[src/rtl/ui_pkg.sv]
// Shared user-interface definitions: FSM state encodings and default timing
// constants used by both the button input path and the LED output path.
package ui_pkg;

    typedef enum logic [1:0] {
        StIdle = 2'd0,
        StOn   = 2'd1,
        StGap  = 2'd2
    } ui_state_e;

    // 50 ms at 100 MHz
    localparam int unsigned DefOnCycles   = 5000000;
    localparam int unsigned DefOffCycles  = 5000000;
    localparam int unsigned DefCntBits    = 23;
    localparam int unsigned DefMaxPending = 7;
    localparam int unsigned DefPendBits   = 3;

endpackage

[src/rtl/rise_detect.sv]
// Single-bit rising-edge detector: one register plus AND-NOT.
module rise_detect (
    input  logic i_clk,
    input  logic i_reset,
    input  logic i_d,
    output logic o_rise
);

    logic r_q;

    // Delay the input by one cycle. During reset the register tracks the input,
    // so a level that is already high when reset releases is not seen as an edge.
    always_ff @(posedge i_clk) begin
        if (i_reset) begin
            r_q <= i_d;
        end else begin
            r_q <= i_d;
        end
    end

    assign o_rise = i_d & ~r_q;

endmodule

[src/rtl/led_pulse_stretcher.sv]
// Turns single-cycle events into fixed-length LED blinks separated by a forced
// off-gap. Events that arrive mid-blink are queued in a saturating counter.
module led_pulse_stretcher
    import ui_pkg::*;
#(
    parameter int unsigned ON_CYCLES   = DefOnCycles,
    parameter int unsigned OFF_CYCLES  = DefOffCycles,
    parameter int unsigned CNT_BITS    = DefCntBits,
    parameter int unsigned MAX_PENDING = DefMaxPending,
    parameter int unsigned PEND_BITS   = DefPendBits
) (
    input  logic                 clk,
    input  logic                 reset,
    input  logic                 pulse_in,
    output logic                 led_out,
    output logic                 busy,
    output logic [PEND_BITS-1:0] pending,
    output logic                 overflow
);

    ui_state_e             r_state;
    ui_state_e             w_state_d;
    logic [CNT_BITS-1:0]   r_timer;
    logic [CNT_BITS-1:0]   w_timer_d;
    logic [PEND_BITS-1:0]  r_pending;
    logic [PEND_BITS-1:0]  w_pending_d;
    logic                  r_overflow;
    logic                  w_overflow_d;
    logic                  r_led;
    logic                  w_led_d;
    logic                  r_busy;
    logic                  w_busy_d;

    logic                  w_event;
    logic                  w_last_on;
    logic                  w_last_gap;
    logic                  w_q_full;
    logic                  w_q_empty;

    rise_detect u_rise_detect (
        .i_clk   (clk),
        .i_reset (reset),
        .i_d     (pulse_in),
        .o_rise  (w_event)
    );

    assign w_last_on  = (r_timer == CNT_BITS'(ON_CYCLES - 1));
    assign w_last_gap = (r_timer == CNT_BITS'(OFF_CYCLES - 1));
    assign w_q_full   = (r_pending == PEND_BITS'(MAX_PENDING));
    assign w_q_empty  = (r_pending == '0);

    // State, timer, queue and registered outputs.
    always_ff @(posedge clk) begin
        if (reset) begin
            r_state    <= StIdle;
            r_timer    <= '0;
            r_pending  <= '0;
            r_overflow <= 1'b0;
            r_led      <= 1'b0;
            r_busy     <= 1'b0;
        end else begin
            r_state    <= w_state_d;
            r_timer    <= w_timer_d;
            r_pending  <= w_pending_d;
            r_overflow <= w_overflow_d;
            r_led      <= w_led_d;
            r_busy     <= w_busy_d;
        end
    end

    // Next-state, timer and queue accounting.
    always_comb begin
        w_state_d    = r_state;
        w_timer_d    = r_timer;
        w_pending_d  = r_pending;
        w_overflow_d = r_overflow;

        unique case (r_state)
            StIdle: begin
                if (w_event) begin
                    w_state_d = StOn;
                    w_timer_d = '0;
                end
            end
            StOn: begin
                if (w_last_on) begin
                    w_state_d = StGap;
                    w_timer_d = '0;
                end else begin
                    w_timer_d = r_timer + CNT_BITS'(1);
                end
                if (w_event) begin
                    if (w_q_full) w_overflow_d = 1'b1;
                    else          w_pending_d  = r_pending + PEND_BITS'(1);
                end
            end
            StGap: begin
                if (w_last_gap) begin
                    w_timer_d = '0;
                    // An event on the exit cycle either starts the next blink
                    // itself or cancels against the dequeue.
                    if (!w_q_empty || w_event) begin
                        w_state_d = StOn;
                        if (!w_q_empty && !w_event) begin
                            w_pending_d = r_pending - PEND_BITS'(1);
                        end
                    end else begin
                        w_state_d = StIdle;
                    end
                end else begin
                    w_timer_d = r_timer + CNT_BITS'(1);
                    if (w_event) begin
                        if (w_q_full) w_overflow_d = 1'b1;
                        else          w_pending_d  = r_pending + PEND_BITS'(1);
                    end
                end
            end
            default: begin
                w_state_d = StIdle;
                w_timer_d = '0;
            end
        endcase
    end

    // Outputs decoded from the next state so they land in registers.
    always_comb begin
        w_led_d  = (w_state_d == StOn);
        w_busy_d = (w_state_d != StIdle);
    end

    assign led_out  = r_led;
    assign busy     = r_busy;
    assign pending  = r_pending;
    assign overflow = r_overflow;

endmodule

[config.mk]
export PLATFORM = sky130hd
export DESIGN_NAME = led_pulse_stretcher
export DESIGN_NICKNAME = d
export VERILOG_FILES = /design/src/rtl/ui_pkg.sv /design/src/rtl/rise_detect.sv /design/src/rtl/led_pulse_stretcher.sv
export SDC_FILE = /design/constraint.sdc
export NUM_CORES = 1
export LEC_CHECK = 0
export BUFFER_PORTS_ARGS = -buffer_cell sky130_fd_sc_hd__buf_2
export CORE_MARGIN = 2
export CORE_UTILIZATION = 64
export DETAILED_ROUTE_END_ITERATION = 7
export PLACE_DENSITY = 0.83
export SLEW_MARGIN = 20
export SYNTH_ARGS = -nofsm -noshare
export SYNTH_HDL_FRONTEND = slang
export SYNTH_SLANG_ARGS = --single-unit
[constraint.sdc]
create_clock -name clk -period 6.1 [get_ports clk]
set_clock_uncertainty 0.05 [all_clocks]
set_input_delay 0.305 -clock clk [delete_from_list [all_inputs] [get_ports clk]]
set_output_delay 0.305 -clock clk [all_outputs]
set_load 0.03 [all_outputs]
==> impl_metrics.tcl <==
set metrics [dict create \
    rsz0062_at_grt "no" \
    start_util_pct 68.25 \
    yosysWarnings 0 \
    num-nets-final 223 \
    cap_violations 0 \
    swShare_pct 25.32 \
    reg2reg_depth 5 \
    synthArstFlopShare_pct 0 \
    grt_overflow_total 0 \
    met2_usage_pct 40.99 \
    cp.required_ns 6.25 \
    fin_crit_ns 2.770 \
    r2r-end "r_timer[10]" \
    startpoint_type "flop" \
    syn-mean-instance-area_sq_um 8.398 \
    crit_start "r_timer[21]" \
    synth_nets 216 \
    gp_congestion 0.8718 \
    die_h_um 55.87 \
    grt_util_met3_pct 5.581 \
    critPathKind "reg2reg" \
    mostFrequentLayoutCells "nor2_1, dfxtp_1, xnor2_1" \
    busiest_layer "met2" \
    synth_area_sq_um 1722 \
    synth_top_area_share_pct 37.21 \
    seqPwrFrac_pct 55.7 \
    setup-violations-final 0 \
    synthTopCellsByArea "dfxtp_1, xnor2_1, nor2_1" \
    cp.arrival_ns 2.92 \
    clock_path_buffers 2 \
    synthFlopType "dfxtp_1" \
    p_int_w 0.0002906 \
    synth-seq-cells 32 \
    drv_slew 0 \
    cts_buffers 5 \
    critical_path_peak_fanout 23 \
    drtIter0Drc 75 \
    ys_seq_area_share_pct 37.21 \
    root_buffer "clkbuf_4" \
    slew_headroom_pct 51.36 \
    dpl.hpwl_um 2451 \
    grtUsageMet1_pct 27.86 \
    io_pins 9 \
    cts_sinks 32 \
    area_delta_synth_final_pct 6.323 \
    drive_above_1_share_pct 8.962 \
    grt_pass1_vias 1391 \
    synth_top_area_cell "dfxtp_1" \
    status "finished clean" \
    finalCritPeriodShare_pct 45.41 \
    p_per_area_nw_per_um2 212.6 \
    portBuffers 8 \
    fill_cells 204 \
    synthCells 205 \
    synth_edf_count 0 \
    cts.clk_slew.worst_paths_ns 0.10 \
    finalHoldWorstSlack_ns 0.03483 \
    fp-row-count 18 \
    antenna_found_initial 0 \
    vias 1426 \
    multi_input_area_sq_um 994.7 \
    p_clk_share_pct 34.7 \
    final.setup.tns_ns 0 \
    grt_pass1_wl_um 5934 \
    ys_types 43 \
    core_sq_um 2522 \
    drt-total-wl_um 3396 \
    cts_setup_buffers 0 \
    end_kind "flop" \
    ff_latch_area_sq_um 640.6 \
    drc_errors 0 \
    cts_tree "yes" \
    postCtsHoldBufs 0 \
    tightest_slew_ns 0.7296 \
    r2r_start "r_timer[21]" \
    viasPerCell 5.893 \
    grt_max_degree 24 \
    p_leak_nw 0.6223 \
    p_comb_share_pct 9.6 \
    power_switching_w 0.00009852 \
    clock.fmax_mhz 361.0 \
    cts_htree_levels 2 \
    post_drt_wl_per_cell_um 14.03 \
    vdd_drop_max_uv 172.7 \
    crit_path_end "r_timer[10]" \
    diodes 0 \
    worstSkewPairLatency_ns 0.34 \
    dieArea_sq_um 3121 \
    drtAntennaViolNets 0 \
    die_w_um 55.87 \
    grtUsageTotal_pct 24.15 \
    final_common_cell "nor2_1" \
    drt_first_pass_iters 4 \
    hold_viol 0 \
    cts_resized 0 \
    rrSetupSlack_ns 3.33 \
    hold_class "in2reg" \
]
-- worst max-delay path, cell delays in order (launching register included) --
cell and delay (ns):
dfxtp_1 0.35, or4_1 0.54, or4_1 0.65, o21ai_0 0.27, a21o_1 0.64, nor3_1 0.13
-- final cells by class --
class	count	area share (%)
Timing Repair Buffer	8	2.187
Multi-Input combinational cell	151	54.34
Clock buffer	7	3.554
Sequential cell	32	35.00
Inverter	14	2.871
Tap cell	30	2.051
-- worst min path at each step --
stage,cells after the start,endpoint,start,slack [ns]
2_1_floorplan,0,u_rise_detect.r_q,pulse_in,0.28
3_3_place_gp,1,u_rise_detect.r_q,pulse_in,0.38
3_5_place_dp,1,u_rise_detect.r_q,pulse_in,0.38
4_1_cts,1,u_rise_detect.r_q,pulse_in,0.03
5_1_grt,1,u_rise_detect.r_q,pulse_in,0.02
6_report,1,u_rise_detect.r_q,pulse_in,0.03
-- state kept, by name, indices dropped and copies added (netlist names) --
signal,count
r_timer,23
u_rise_detect.r_q,1
led_out,1
overflow,1
busy,1
r_state,2
pending,3
-- cells in the mapped netlist, types with 3 or more instances --
library cell	n
nor3b_1	3
or4_1	3
o21ai_0	6
nor4_1	3
xnor2_1	18
inv_1	14
o211ai_1	3
and2_1	3
buf_2	3
mux2i_1	3
a21oi_1	3
nand3_1	8
nor2_1	37
nand2_1	10
nand4_1	3
a2111o_1	3
ha_1	8
clkbuf_1	4
dfxtp_1	32
nor3_1	8
-- power by group through the flow --
stage	registers, W	clock network, W	logic, W
2_1_floorplan	0.000225	0	0.0000247
4_1_cts	0.000217	0.000136	0.0000370
3_5_place_dp	0.000222	0	0.0000368
5_1_grt	0.000217	0.000147	0.0000410
3_3_place_gp	0.000221	0	0.0000352
6_report	0.000217	0.000135	0.0000373
-- through the flow --
stage	setup slack (ns)	instance area [sq um]	instances	power (W)	util [%]
finish	3.330	1831	242	0.0003892	72.57
global route	3.174	1831	242	0.0004051	72.57
CTS	3.346	1831	242	0.0003895	72.57
detailed placement	3.381	1765	235	0.0002583	69.99
global placement	3.495	1765	235	0.0002562	69.99
floorplan	3.700	1722	205	0.0002497	-
-- layer usage --
layer / vias to the layer above / wire length [um] / part of all wire, %
li1: 719 / - / -
met2: 34 / 1688 / 50
met4: 0 / 68 / 2.0
met5: - / 0 / 0
met3: 10 / 149 / 4.4
met1: 663 / 1489 / 44
-- kinds of logic after synthesis --
logic type / count (synthesis) / share of synthesized area (%)
buffers and inverters: 22 / 5.014
muxes: 4 / 2.398
DFF: 32 / 37.21
xor gates and xnor gates: 20 / 10.17
and+or+nand+nor: 95 / 28.56
adders and majority gates: 8 / 5.814
AOI/OAI and AO/OA: 24 / 10.83
No activity file was read; power rests on OpenSTA's default activity.
